<file path="src/rtl/alu_sequencer.sv">
// ---------------------------------------------------------------------------
// alu_sequencer
//
// Four-state sequencer that steps one instruction through register read,
// ALU execution and register write-back. An instruction is accepted only
// in IDLE. Its fields are latched on the accept edge, so later input changes
// have no effect. The register file has a one-cycle read latency, and the
// ALU is purely combinational.
//
// Ports
//   clk, reset              rising-edge clock, async active-high reset
//   instr_valid/ready       instruction handshake (ready only in IDLE)
//   instr_op/rdest/rsrc/imm instruction fields
//   rf_raddr_a/b            read addresses (READ state only)
//   rf_rdata_a/b            read data, valid the cycle after the address
//   rf_we/waddr/wdata       register write port (WB state only)
//   alu_a/b/op/cin          ALU operands (EXEC state only)
//   alu_out/alu_flags       ALU result and flags {C,L,F,Z,N}
//   psr                     processor status register {C,L,F,Z,N}
//   done                    completion pulse in WB
//   illegal                 pulse with done for opcodes 11000-11111
// ---------------------------------------------------------------------------
module alu_sequencer (
  input  logic        clk,
  input  logic        reset,
  input  logic        instr_valid,
  output logic        instr_ready,
  input  logic [4:0]  instr_op,
  input  logic [3:0]  instr_rdest,
  input  logic [3:0]  instr_rsrc,
  input  logic [7:0]  instr_imm,
  output logic [3:0]  rf_raddr_a,
  output logic [3:0]  rf_raddr_b,
  input  logic [15:0] rf_rdata_a,
  input  logic [15:0] rf_rdata_b,
  output logic        rf_we,
  output logic [3:0]  rf_waddr,
  output logic [15:0] rf_wdata,
  output logic [15:0] alu_a,
  output logic [15:0] alu_b,
  output logic [4:0]  alu_op,
  output logic        alu_cin,
  input  logic [15:0] alu_out,
  input  logic [4:0]  alu_flags,
  output logic [4:0]  psr,
  output logic        done,
  output logic        illegal
);

  localparam logic [4:0] OP_ADDI          = 5'b00001;
  localparam logic [4:0] OP_ADDUI         = 5'b00011;
  localparam logic [4:0] OP_ADDC          = 5'b00100;
  localparam logic [4:0] OP_ADDCU         = 5'b00101;
  localparam logic [4:0] OP_ADDCUI        = 5'b00110;
  localparam logic [4:0] OP_ADDCI         = 5'b00111;
  localparam logic [4:0] OP_SUBI          = 5'b01001;
  localparam logic [4:0] OP_CMP           = 5'b01010;
  localparam logic [4:0] OP_CMPI          = 5'b01011;
  localparam logic [4:0] OP_CMPUI         = 5'b01100;
  localparam logic [4:0] OP_LSHI          = 5'b10010;
  localparam logic [4:0] OP_RSHI          = 5'b10100;
  localparam logic [4:0] OP_NOP           = 5'b10111;
  localparam logic [4:0] OP_FIRST_ILLEGAL = 5'b11000;

  typedef enum logic [1:0] {
    IDLE = 2'd0,
    READ = 2'd1,
    EXEC = 2'd2,
    WB   = 2'd3
  } state_t;

  state_t      state;
  state_t      state_next;

  logic [4:0]  op_q;
  logic [3:0]  rdest_q;
  logic [3:0]  rsrc_q;
  logic [7:0]  imm_q;
  logic [15:0] result_q;
  logic [4:0]  flags_q;

  logic        is_imm;
  logic        is_signed_imm;
  logic        is_carry;
  logic        is_legal;
  logic        writes_rf;
  logic        sets_psr;
  logic [15:0] imm_ext;

  // Decode the latched opcode. This decides the source of the second
  // operand and whether carry-in is used. It also decides whether WB writes
  // the register file or the status register. Compares only set flags.
  // Logic and shift ops only write the register. Illegal opcodes do neither.
  always_comb begin
    is_imm        = 1'b0;
    is_signed_imm = 1'b0;
    is_carry      = 1'b0;
    case (op_q)
      OP_ADDI, OP_ADDCI, OP_SUBI, OP_CMPI: begin
        is_imm        = 1'b1;
        is_signed_imm = 1'b1;
      end
      OP_ADDUI, OP_ADDCUI, OP_CMPUI, OP_LSHI, OP_RSHI: begin
        is_imm = 1'b1;
      end
      default: begin
      end
    endcase
    if (op_q == OP_ADDC || op_q == OP_ADDCU || op_q == OP_ADDCUI || op_q == OP_ADDCI) begin
      is_carry = 1'b1;
    end
    is_legal  = (op_q < OP_FIRST_ILLEGAL);
    sets_psr  = (op_q <= OP_CMPUI);
    writes_rf = is_legal && (op_q != OP_CMP) && (op_q != OP_CMPI) &&
                (op_q != OP_CMPUI) && (op_q != OP_NOP);
    imm_ext   = is_signed_imm ? {{8{imm_q[7]}}, imm_q} : {8'h00, imm_q};
  end

  // State register. Reset aborts any instruction in flight, including one
  // in WB, because the write enable is decoded from this state.
  always_ff @(posedge clk or posedge reset) begin
    if (reset) begin
      state <= IDLE;
    end else begin
      state <= state_next;
    end
  end

  // Latch the instruction fields on the accept edge only. The sequencer is
  // ready only in IDLE, so a held instr_valid cannot overwrite a running
  // instruction.
  always_ff @(posedge clk or posedge reset) begin
    if (reset) begin
      op_q    <= '0;
      rdest_q <= '0;
      rsrc_q  <= '0;
      imm_q   <= '0;
    end else if (state == IDLE && instr_valid) begin
      op_q    <= instr_op;
      rdest_q <= instr_rdest;
      rsrc_q  <= instr_rsrc;
      imm_q   <= instr_imm;
    end
  end

  // Capture the ALU result and flags at the end of EXEC. WB then drives
  // stable values even though the ALU operands return to zero.
  always_ff @(posedge clk or posedge reset) begin
    if (reset) begin
      result_q <= '0;
      flags_q  <= '0;
    end else if (state == EXEC) begin
      result_q <= alu_out;
      flags_q  <= alu_flags;
    end
  end

  // The status register updates at the end of WB. A carry op accepted right
  // after a flag-setting op reads this updated value in its own EXEC.
  always_ff @(posedge clk or posedge reset) begin
    if (reset) begin
      psr <= '0;
    end else if (state == WB && sets_psr) begin
      psr <= flags_q;
    end
  end

  // Next-state and output decode. Every output defaults to zero, so each
  // output is active only in the state that owns it.
  always_comb begin
    state_next  = state;
    instr_ready = 1'b0;
    rf_raddr_a  = '0;
    rf_raddr_b  = '0;
    rf_we       = 1'b0;
    rf_waddr    = '0;
    rf_wdata    = '0;
    alu_a       = '0;
    alu_b       = '0;
    alu_op      = '0;
    alu_cin     = 1'b0;
    done        = 1'b0;
    illegal     = 1'b0;
    case (state)
      IDLE: begin
        instr_ready = 1'b1;
        if (instr_valid) begin
          state_next = READ;
        end
      end
      READ: begin
        rf_raddr_a = rdest_q;
        rf_raddr_b = rsrc_q;
        state_next = EXEC;
      end
      EXEC: begin
        alu_a      = rf_rdata_a;
        alu_b      = is_imm ? imm_ext : rf_rdata_b;
        alu_op     = op_q;
        alu_cin    = is_carry ? psr[4] : 1'b0;
        state_next = WB;
      end
      WB: begin
        done    = 1'b1;
        illegal = ~is_legal;
        if (writes_rf) begin
          rf_we    = 1'b1;
          rf_waddr = rdest_q;
          rf_wdata = result_q;
        end
        state_next = IDLE;
      end
      default: begin
        state_next = IDLE;
      end
    endcase
  end

endmodule
</file>
<file path="config.mk">
export PLATFORM = sky130hd
export DESIGN_NAME = alu_sequencer
export DESIGN_NICKNAME = d
export VERILOG_FILES = /design/src/rtl/alu_sequencer.sv
export SDC_FILE = /design/constraint.sdc
export NUM_CORES = 1
export LEC_CHECK = 0
export BUFFER_PORTS_ARGS = -buffer_cell sky130_fd_sc_hd__buf_2
export CORE_MARGIN = 4
export CORE_UTILIZATION = 44
export CTS_CLUSTER_DIAMETER = 50
export DETAILED_ROUTE_END_ITERATION = 16
export MAX_ROUTING_LAYER = met4
export PLACE_DENSITY_LB_ADDON = 0.1
export SYNTH_ARGS = -nofsm -noshare
export SYNTH_HDL_FRONTEND = slang
export SYNTH_SLANG_ARGS = --single-unit
</file>
<file path="constraint.sdc">
create_clock -name clk -period 2 [get_ports clk]
set_clock_uncertainty 0.15 [all_clocks]
set_input_delay 0.1 -clock clk [delete_from_list [all_inputs] [get_ports clk]]
set_output_delay 0.1 -clock clk [all_outputs]
set_load 0.01 [all_outputs]
</file>
# --- Word-level counts from Yosys, hierarchy flattened ---
# Cells that the tools add are included.
word_totals:
  regBits: 49
  in_bits: 77
  output_inout_bits: 75
  wordCells: 65
op_classes:
  n_lt_le_gt_ge: 2
  n_eq_ne: 19
  n_mux: 23
  bitwise_logic: 1
  n_reduce_logical: 12
op_table:
  columns: ["operator", "count"]
  rows:
  - ["$mux 16", 6]
  - ["$eq 5x3->1 const B", 4]
  - ["$mux 4", 4]
  - ["$eq 5x4->1 const B", 3]
  - ["$ne 5x4->1 const B", 3]
  - ["$eq 5x5->1 const B", 2]
  - ["$mux 1", 10]
  - ["$reduce_or 9->1", 1]
  - ["$pmux 2 s4", 1]
  - ["$logic_and 1x1->1", 6]
  - ["$eq 5x1->1 const B", 1]
  - ["$eq 5x2->1 const B", 1]
  - ["$le 5x4->1 const B", 1]
  - ["$lt 5x5->1 const B", 1]
  - ["$mux 5", 1]
  - ["$ne 5x5->1 const B", 1]
  - ["$eq 2x2->1 const B", 2]
  - ["$reduce_or 4->1", 1]
  - ["$logic_or 1x1->1", 3]
  - ["$eq 2x1->1 const B", 1]
  - ["$logic_not 2->1", 1]
  - ["$mux 2", 1]
  - ["$ne 2x2->1 const B", 1]
  - ["$not 1->1", 1]

# --- Longest topological paths before layout ---
# Gate-level depths: netlist of the first run.
logic_depth:
  depth_word: 7
  depth_mapped: 7
  depth_no_buf: 6

# --- Worst setup path after synthesis of the first run ---
# OpenSTA, ideal clock, no wires.
synth_timing:
  path_kind: "register to register"
  startpoint: "reg state[0]"
  endpoint: "reg flags_q[0]"
  setup_time_ns: 0.125
  arrival_time_ns: 1.506
  t_required_ns: 1.725
  path_slack_ns: 0.219
  stages_incl_launch_ff: 6
  path_buffers: 2
  synth_period_minus_slack_ns: 1.781
  cell_sequence: "dfrtp_1 > inv_1 > ha_1 > clkbuf_1 > buf_2 > mux2_2"
synth_via:
  elab_chain_cells: 1
synth_lines:
  columns: ["item", "line", "rtl"]
  rows:
  - ["start: declaration", "72", "state_t state;"]
  - ["start signal: assignment", "125", "state <= state_next;"]
  - ["$eq 2x2->1", "152", "end else if (state == EXEC) begin"]
  - ["end signal: assignment", "154", "flags_q <= alu_flags;"]
  - ["end: declaration", "80", "logic [4:0] flags_q;"]
# No other way between the ends.
# A chain may end at the register's enable or synchronous reset.

# --- Final worst setup path of the first run ---
layout_timing:
  startpoint: "reg op_q[2]"
  endpoint: "out alu_b[5]"
layout_via:
  elab_chain_cells: 5
  word_cells_on_any_way: 13
  classes_between: "eq/ne (9); mux (3); reduce/logical (1)"
layout_lines:
  columns: ["item", "line", "rtl"]
  rows:
  - ["start: declaration", "75", "logic [4:0] op_q;"]
  - ["start signal: assignment", "139", "op_q <= instr_op;"]
  - ["$eq 5x3->1 (tied with other cells)", "98", "case (op_q)"]
  - ["$reduce_or 9->1 (no line) *", null, null]
  - ["$mux 1 *", "98", null]
  - ["$mux 16 *", "198", "alu_b = is_imm ? imm_ext : rf_rdata_b;"]
  - ["$mux 16 *", "184", "case (state)"]
  - ["end: declaration", "40", "output logic [15:0] alu_b,"]
# Every way passes the cells marked *; elsewhere a longest branch is shown, timed or not.

==> out/qor.yml, run 1 <==
detailed_routing:
  drtPass1Iterations: 4
  first_iter_violations: 91
  wl_per_cell_um: 14.2
  vias: 2453
  vias_per_cell: 4.75
  ant_nets: 0
  route.detailed.drc: 0
  routed_wirelength_um: 7320
timing:
  fmax_mhz: 474
  final.setup.worst_slack_ps: -110
  finalMaxSlewViolations: 0
  hold_viol_final: 0
  period_share_pct: 105
  post-route-min-period_ps: 2110
  setup_viol: 36
  max-slew-margin-rel_pct: 62.2
  tightest_slew_ps: 565
  finalHoldWorstSlack_ps: 216
  rsz0062_at_grt: "yes"
setup_path:
  cpLargestDelayFamily: "flip-flops"
  critical_path_class: "flop to output port"
  worstPathArrival_ps: 1860
  worst_setup_path_start_kind: "flop"
  reg2regPathDepth: 4
  critPathBufInv: 2
  cp.required_ps: 1750
  crit_path_max_fanout: 8
  slowest_stage: "dfrtp_2"
  crit_path_end_kind: "output port"
  cpPeakStageDelay_ps: 470
  crit_chain: "xnor2_2 > o31ai_2 > a22o_2 > buf_12 > mux2i_1 > buf_2"
  path_depth: 6
logic_synthesis:
  synth_top_area_share_pct: 46.1
  syn_inst: 233
  synth_cell_types: 34
  ys_seq_elements: 49
  syn_area_um2: 2660
  synth-seq-area-share_pct: 46.1
  synth_top_cell_by_area: "dfrtp_1"
  synthTopCellsByArea: "dfrtp_1 (46%), mux2_2 (20%), and2_1 (11%)"
  synth_warnings: 0
  syn_area_per_cell_um2: 11.4
  syn_nets: 314
pwr:
  sw_frac_of_total_pct: 36.8
  powerDensity_nw_per_um2: 1450
  seq_power_share_pct: 29.9
  power.leakage_nw: 2.19
  p_total_mw: 6.21
  power.internal_mw: 3.93
  ir_drop_mv: 0.777
  switchingPower_mw: 2.28
  p_clk_share_pct: 11.9
  p_comb_share_pct: 58.3
min_path:
  hp-class: "input pin to async pin"
die:
  die_w_um: 85.7
  core.rowCount: 28
  start_util_pct: 45.2
  die_h_um: 85.7
  ioPinCount: 152
  dieArea_um2: 7350
  fp.coreArea_um2: 5890
outcome:
  violations: "setup timing"
  outcome: "complete, but fails checks"
global_route:
  globalRouteTotalUtil_pct: 19.8
  grt_pass1_wl_um: 11400
  grt_pass1_vias: 2428
  grt_max_degree: 57
  grt_overflow: 0
  antenna_found_initial: 0
cts:
  cts.sink_count: 49
  cts_buffers: 5
  clockBufferDepth: 2
  cts.clk_slew.worst_paths_ps: 90
  htree_levels: 2
  cts_tree: "yes"
  clock_latency_ps: 300
  root_buffer: "clkbuf_8"
placed_design:
  placed_area_um2: 3510
  port_buffers: 151
  hpwl_um: 4810
  gp_congestion: 0.850
final_layout:
  nets: 521
  drive_above_1_share_pct: 55.6
  syn_to_final_growth_pct: 60.7
  design_area_um2: 4270
  fin_util_pct: 72.6
  n_antenna_cell: 0
job:
  cap_violations: 0
## metrics by stage
| stage | instances | worst slack, ps | setup TNS (ps) |
|---|---|---|---|
| 2_1_floorplan | 233 | 219 | 0 |
| 3_3_place_gp | 449 | 183 | 0 |
| 3_5_place_dp | 449 | 118 | 0 |
| 4_1_cts | 504 | -128 | -918 |
| 5_1_grt | 516 | -201 | -6330 |
| 6_report | 516 | -110 | -3070 |
## power by group through the flow
| stage | logic (mW) | registers, mW | clock network (mW) |
|---|---|---|---|
| finish | 3.62 | 1.86 | 0.737 |
| global route | 3.94 | 1.93 | 0.807 |
| CTS | 3.22 | 1.87 | 0.755 |
| detailed placement | 3.08 | 1.89 | 0 |
| global placement | 3.03 | 1.86 | 0 |
| floorplan | 2.27 | 1.73 | 0 |
## worst min-delay path, stage by stage
cell and delay (ps):
dlygate4sd3_1 530, buf_2 120, inv_2 380
## synthesized netlist by cell type
| master | number |
|---|---|
| o31ai_1 | 2 |
| o211a_1 | 1 |
| nand4bb_1 | 1 |
| ha_1 | 4 |
| o31ai_2 | 1 |
| nand2_1 | 18 |
| o21ai_1 | 1 |
| mux2_2 | 47 |
| nand3b_1 | 2 |
| and3_1 | 2 |
| mux2i_1 | 8 |
| buf_2 | 3 |
| a31o_1 | 1 |
| and2_2 | 1 |
| buf_6 | 4 |
| a211oi_1 | 1 |
| inv_1 | 6 |
| a31oi_1 | 1 |
| o21a_1 | 8 |
| dfrtp_1 | 49 |
| clkbuf_1 | 8 |
| nor2b_1 | 1 |
| a21oi_1 | 1 |
| or2b_1 | 1 |
| inv_2 | 1 |
| nor2_1 | 4 |
| buf_12 | 1 |
| a211oi_2 | 1 |
| o211ai_1 | 2 |
| xnor2_2 | 1 |
| nor3b_1 | 1 |
| and2_1 | 46 |
| a22o_1 | 1 |
| o21ai_0 | 3 |
## state kept, by name (all words and copies together), names as in the netlist
| signal | flops |
|---|---|
| flags_q | 5 |
| result_q | 16 |
| rsrc_q | 4 |
| op_q | 5 |
| state | 2 |
| psr | 5 |
| imm_q | 8 |
| rdest_q | 4 |
## cells by family after synthesis
| group | synth area share, % |
|---|---|
| AOI/OAI and AO/OA | 6.83 |
| muxes | 22.9 |
| DFF | 46.1 |
| xor gates and xnor gates | 0.612 |
| adders and majority gates | 1.88 |
| and+or+nand+nor | 16.5 |
| buffers and inverters | 5.13 |
## cell type report
type	count	area (um2)
Clock inverter	2	37.5
Timing Repair Buffer	216	1470
Clock buffer	6	82.6
Tap cell	75	93.8
Inverter	7	28.8
Sequential cell	49	1230
Multi-Input combinational cell	161	1320
Fill cell	421	1610
## routing by layer
metal / global-route usage [%] / vias to the layer above / part of all wire, %
met4: 4.89 / 0 / 1.2
met2: 34.8 / 97 / 51
met1: 23.2 / 1142 / 40
met5: - / - / 0
met3: 4.13 / 10 / 7.5
li1: - / 1204 / -
## placed cells by master (no fill, tap or decap), types with 2 or more instances in the layout
cell / n
a211oi_2: 2
and2_1: 46
and3_1: 2
buf_12: 4
buf_2: 150
buf_4: 12
buf_6: 3
clkbuf_16: 2
clkbuf_8: 6
dfrtp_1: 44
dfrtp_2: 5
dlygate4sd3_1: 44
ha_1: 3
inv_1: 3
inv_2: 3
mux2_2: 47
mux2i_1: 8
nand2_1: 18
nand3b_1: 2
nor2_1: 4
o211ai_1: 2
o21a_1: 8
o21ai_0: 3
o31ai_2: 2
## final timing paths
path / endpoint / from / slack, ps
max: alu_b[5] / op_q[2] / -110
min: imm_q[1] / reset / 220
max reg2reg: psr[4] / op_q[1] / 250
min reg2reg: result_q[4] / result_q[4] / 350
max in group asynchronous: result_q[8] / reset / 960
min in group clk: alu_a[8] / rf_rdata_a[8] / 340
## timing repair
item | CTS | global route
hold buffers | 44 | 0
endpoints found under the setup margin | 34 | 37
buffers inserted | 3 | 10
pin swaps | 1 | 1
resized for setup | 8 | 11
hold endpoints to repair | 66 | 0
cloned | 0 | 2
Power figures use the tool's default switching activity.
==> run 2, diff against run 1 <==
--- a/config.mk
+++ b/config.mk
@@ -6,6 +6,7 @@
 export NUM_CORES = 1
 export LEC_CHECK = 0
 export BUFFER_PORTS_ARGS = -buffer_cell sky130_fd_sc_hd__buf_2
+export CORE_ASPECT_RATIO = 1.4
 export CORE_MARGIN = 4
 export CORE_UTILIZATION = 44
 export CTS_CLUSTER_DIAMETER = 50
==> out/qor.yml, run 2 (synthesized netlist as in run 1, its figures left out) <==
placed_design:
  gp_congestion: 0.805  # was 0.850
  hpwl_um: 4880  # was 4810 um
  dp.cells: 447  # was 449
  port_buffers: 151  # unchanged
  placed_area_um2: 3490  # was 3510 um2
pwr:
  power.leakage_nw: 2.10  # was 2.19 nW
  ir_drop_mv: 0.798  # was 0.777 mV
  p_total_mw: 5.64  # was 6.21 mW
  powerDensity_nw_per_um2: 1390  # was 1450 nW/um2
timing:
  final.setup.worst_slack_ps: -132  # was -110 ps
  setup_viol: 19  # was 36
  hold_viol_final: 0  # unchanged
  finalSetupTns_ps: -1120  # was -3070 ps
  finalHoldWorstSlack_ps: 196  # was 216 ps
  tightest_slew_ps: 465  # was 565 ps
  fmax_mhz: 469  # was 474 MHz
  max-slew-margin-rel_pct: 69.0  # was 62.2%
  post-route-min-period_ps: 2130  # was 2110 ps
  finalMaxSlewViolations: 0  # unchanged
  rsz0062_at_grt: "yes"  # unchanged
  period_share_pct: 107  # was 105%
setup_path:
  cp.required_ps: 1750  # about the same
  cpPeakStageDelay_ps: 480  # was 470 ps
  worst_setup_path_start_kind: "flop"  # unchanged
  worstPathArrival_ps: 1880  # was 1860 ps
  critPathLaunch: "op_q[2]"  # unchanged
  rr_startpoint: "state[0]"  # was op_q[1]
  slowest_stage: "dfrtp_2"  # unchanged
  reg2regPathDepth: 5  # was 4
  crit_path_end_kind: "output port"  # unchanged
  critical_path_class: "flop to output port"  # unchanged
  crit_path_max_fanout: 16  # was 8
  crit_chain: "or2b_1 > o31ai_2 > a22o_1 > buf_12 > mux2i_1 > buf_2"  # was xnor2_2 > o31ai_2 > a22o_2 > buf_12 > mux2i_1 > buf_2
global_route:
  antenna_found_initial: 0  # unchanged
  grt_pass1_vias: 2486  # was 2428
  grt_max_degree: 36  # was 57
  grt_overflow: 0  # unchanged
  use_met1_pct: 21.1  # was 23.2%
  grt_pass1_wl_um: 11300  # was 11400 um
  grt_most_used_layer: "met2"  # unchanged
  globalRouteTotalUtil_pct: 19.8  # about the same
  grtUsageMet3_pct: 3.51  # was 4.13%
  grt_use_met2_pct: 37.3  # was 34.8%
die:
  fp.coreArea_um2: 5860  # was 5890 um2
  die_h_um: 100  # was 85.7 um
  die_w_um: 73.7  # was 85.7 um
  start_util_pct: 45.3  # was 45.2%
  ioPinCount: 152  # unchanged
  dieArea_um2: 7360  # was 7350 um2
  core.rowCount: 33  # was 28
cts:
  root_buffer: "clkbuf_8"  # unchanged
  htree_levels: 2  # unchanged
  clockBufferDepth: 2  # unchanged
  cts_tree: "yes"  # unchanged
  cts.sink_count: 49  # unchanged
  cts_buffers: 5  # unchanged
  clock_latency_ps: 300  # about the same
  cts.clk_slew.worst_paths_ps: 100  # was 90 ps
final_layout:
  seqCellArea_um2: 1230  # about the same
  drive_above_1_share_pct: 53.9  # was 55.6%
  top_regs: "result_q x16, imm_q x8"  # unchanged
  stdcell_count: 504  # was 516
  design_area_um2: 4070  # was 4270 um2
  fill_cells: 465  # was 421
  nets: 514  # was 521
  largest_reg_flops: 16  # unchanged
  syn_to_final_growth_pct: 53.2  # was 60.7%
  mostFrequentLayoutCells: "buf_2 (152), mux2_2 (47), and2_1 (46)"  # was buf_2 (150), mux2_2 (47), and2_1 (46)
  top_register: "result_q"  # unchanged
  n_antenna_cell: 0  # unchanged
  multiInputGateArea_um2: 1300  # was 1320 um2
  final_common_cell: "buf_2"  # unchanged
job:
  cap_violations: 0  # unchanged
detailed_routing:
  routed_wirelength_um: 6930  # was 7320 um
  route.detailed.drc: 0  # unchanged
  wl_per_cell_um: 13.7  # was 14.2 um
  vias_per_cell: 4.78  # was 4.75
  ant_nets: 0  # unchanged
  drtPass1Iterations: 4  # unchanged
  vias: 2408  # was 2453
  first_iter_violations: 74  # was 91
outcome:
  outcome: "complete, but fails checks"  # unchanged
  violations: "setup timing"  # unchanged
min_path:
  hp-class: "input pin to async pin"  # unchanged
## run 2: cell type report
type                            count  share of cell area [%]
Inverter                            7                   0.646
Timing Repair Buffer              209                    32.6
Sequential cell                    49                    30.2
Tap cell                           70                    2.15
Multi-Input combinational cell    161                    32.0
Clock buffer                        5                    1.69
Clock inverter                      3                   0.646
## run 2: power by group
part	internal (mW)	total (mW)	leakage (nW)	switching, mW
logic	1.69	3.17	1.49	1.48
clock network	0.255	0.602	0.0423	0.347
registers	1.51	1.87	0.573	0.358
## run 2: critical path, delay by kind of cell, from the launching register on
kind	cells	cell delay, ps
flip-flops	1	480
buffers and inverters	2	320
multiplexers	1	210
AO/OA/AOI/OAI	2	290
AND/OR/NAND/NOR	1	280
## run 2: stage by stage
| step | setup WS [ps] | util, % |
|---|---|---|
| global route | -227 | 69.4 |
| floorplan | 219 | - |
| global placement | 215 | 59.5 |
| finish | -132 | 69.4 |
| detailed placement | 135 | 59.5 |
| CTS | -89.4 | 69.2 |
## run 2: metal layers
| metal | vias to the layer above | wire (um) |
|---|---|---|
| met5 | - | 0 |
| met3 | 5 | 526 |
| met2 | 88 | 3810 |
| li1 | 1182 | - |
| met1 | 1133 | 2530 |
| met4 | 0 | 63 |
## run 2: what timing repair did
action                                  CTS  global route
resized for setup                         9             0
hold buffers                             44             0
endpoints found under the setup margin   37            37
setup buffers                             3             2
gates cloned                              0             0
hold endpoints to repair                 65             0
## run 2: path summary, 6_finish.rpt
path	slack, ps	to
max	-130	alu_b[0]
max in group asynchronous	970	op_q[1]
min reg2reg	350	psr[2]
max reg2reg	310	psr[1]
min in group clk	340	alu_a[3]
min	200	flags_q[0]
==> run 3, diff against run 2 <==
==> constraint.sdc (replaced) <==
create_clock -name clk -period 2.1 [get_ports clk]
set_clock_uncertainty 0.15 [all_clocks]
set_input_delay 0.105 -clock clk [delete_from_list [all_inputs] [get_ports clk]]
set_output_delay 0.105 -clock clk [all_outputs]
set_load 0.01 [all_outputs]
==> out/qor.yml, run 3 (synthesized netlist as in run 1, its figures left out) <==
final_layout:
  top_register: "result_q"  # unchanged
  final_common_cell: "buf_2"  # unchanged
  syn_to_final_growth_pct: 54.3  # was 53.2%
  n_antenna_cell: 0  # unchanged
  drive_above_1_share_pct: 54.3  # was 53.9%
  top_regs: "result_q x16, imm_q x8"  # unchanged
  fin_util_pct: 70.0  # was 69.4%
  largest_reg_flops: 16  # unchanged
  nets: 513  # was 514
  stdcell_count: 503  # was 504
  mostFrequentLayoutCells: "buf_2 (151), mux2_2 (47), and2_1 (46)"  # was buf_2 (152), mux2_2 (47), and2_1 (46)
die:
  die_w_um: 73.7  # unchanged
  ioPinCount: 152  # unchanged
  die_h_um: 100  # unchanged
  core.rowCount: 33  # unchanged
  fp.coreArea_um2: 5860  # unchanged
  start_util_pct: 45.3  # unchanged
  dieArea_um2: 7360  # unchanged
min_path:
  hp-class: "input pin to async pin"  # unchanged
detailed_routing:
  vias_per_cell: 4.74  # was 4.78
  ant_nets: 0  # unchanged
  routed_wirelength_um: 6800  # was 6930 um
  wl_per_cell_um: 13.5  # was 13.7 um
  vias: 2385  # was 2408
  route.detailed.drc: 0  # unchanged
  drtPass1Iterations: 4  # unchanged
  first_iter_violations: 85  # was 74
cts:
  cts_buffers: 5  # unchanged
  cts_tree: "yes"  # unchanged
  cts.clk_slew.worst_paths_ps: 90  # was 100 ps
  clockBufferDepth: 2  # unchanged
  htree_levels: 2  # unchanged
  root_buffer: "clkbuf_8"  # unchanged
  cts.sink_count: 49  # unchanged
  clock_latency_ps: 300  # about the same
timing:
  finalMaxSlewViolations: 0  # unchanged
  period_share_pct: 99.9
  rsz0062_at_grt: "yes"  # unchanged
  fmax_mhz: 476
  finalSetupTns_ps: 0  # was -1120 ps
  final.setup.worst_slack_ps: 1.11  # was -132 ps
  hold_viol_final: 0  # unchanged
  tightest_slew_ps: 642  # was 465 ps
  max-slew-margin-rel_pct: 57.2  # was 69.0%
  post-route-min-period_ps: 2100
  setup_viol: 0  # was 19
global_route:
  grt_overflow: 0  # unchanged
  grt_pass1_vias: 2410  # was 2486
  globalRouteTotalUtil_pct: 18.9  # was 19.8%
  antenna_found_initial: 0  # unchanged
  grt_pass1_wl_um: 10700  # was 11300 um
  grt_max_degree: 57  # was 36
setup_path:
  critPathLaunch: "op_q[2]"  # unchanged
  cpPeakStageDelay_ps: 490  # was 480 ps
  crit_end: "alu_b[0]"  # unchanged
  rr_startpoint: "state[1]"  # was state[0]
  path_depth: 6  # unchanged
  worst_setup_path_start_kind: "flop"  # unchanged
  critPathBufInv: 2  # unchanged
  cpLargestDelayFamily: "flip-flops"  # unchanged
  timing.rr.end: "rsrc_q[3]"  # was psr[1]
  critical_path_class: "flop to output port"  # unchanged
  cp.required_ps: 1850  # was 1750 ps
  slowest_stage: "dfrtp_2"  # unchanged
  crit_path_max_fanout: 16  # unchanged
  r2r_slack_ps: 280  # was 310 ps
  crit_chain: "xnor2_2 > o31ai_2 > a22o_1 > buf_12 > mux2i_1 > buf_2"  # was or2b_1 > o31ai_2 > a22o_1 > buf_12 > mux2i_1 > buf_2
  crit_path_end_kind: "output port"  # unchanged
  worstPathArrival_ps: 1840  # was 1880 ps
  reg2regPathDepth: 5  # unchanged
placed_design:
  port_buffers: 151  # unchanged
  hpwl_um: 4760  # was 4880 um
  dp_slack_ps: 128  # was 135 ps
  dp.cells: 446  # was 447
  gp_congestion: 0.789  # was 0.805
job:
  cap_violations: 0  # unchanged
pwr:
  powerDensity_nw_per_um2: 1320  # was 1390 nW/um2
  power.leakage_nw: 2.10  # about the same
  ir_drop_mv: 0.835  # was 0.798 mV
outcome:
  outcome: "completed"  # was complete, but fails checks
[run 3: metal layers]
metal	GRT usage [%]	part of all wire, %
met1	19.6	38
met2	35.1	53
met3	4.11	8.2
met4	4.60	1.1
met5	-	0
[run 3: where the power goes]
group / total, mW / internal, mW / switching (mW)
Clock: 0.565 / 0.242 / 0.322
Combinational: 3.07 / 1.64 / 1.42
Sequential: 1.80 / 1.44 / 0.358
Total: 5.43 / 3.33 / 2.10
[run 3: timing repair]
item	in CTS	in global routing
resized for setup	10	2
setup endpoints to repair	16	36
pin swaps	4	1
hold buffers	44	0
buffers inserted	5	0
endpoints found under the hold margin	74	0
cloned	0	0
[run 3: how the worst min path moves through the flow]
stage,start,to,slack [ps],cells past startpoint
floorplan,instr_valid,state[1],40,1
global placement,reset,result_q[0],100,2
detailed placement,reset,result_q[0],90,2
CTS,reset,result_q[0],300,3
global route,reset,result_q[5],340,3
finish,reset,result_q[2],280,3
[run 3: area by class of cell]
| cell class | instances | area [um2] |
|---|---|---|
| Inverter | 7 | 26.3 |
| Multi-Input combinational cell | 161 | 1330 |
| Timing Repair Buffer | 208 | 1340 |
| Tap cell | 70 | 87.6 |
| Sequential cell | 49 | 1230 |
| Clock buffer | 5 | 68.8 |
| Fill cell | 475 | 1760 |
| Clock inverter | 3 | 26.3 |
[run 3: stage by stage]
stage / power, mW / hold WS (ps) / cell area [um2]
6_report: 5.43 / 285 / 4100
5_1_grt: 5.85 / 344 / 4100
4_1_cts: 5.48 / 302 / 4090
3_5_place_dp: 4.69 / 91.4 / 3490
3_3_place_gp: 4.62 / 97.1 / 3490
2_1_floorplan: 3.81 / 41.3 / 2660
[run 3: tightest hold or removal path: stages]
cell           delay (ps)
dlygate4sd3_1         530
buf_2                 120
inv_2                 460
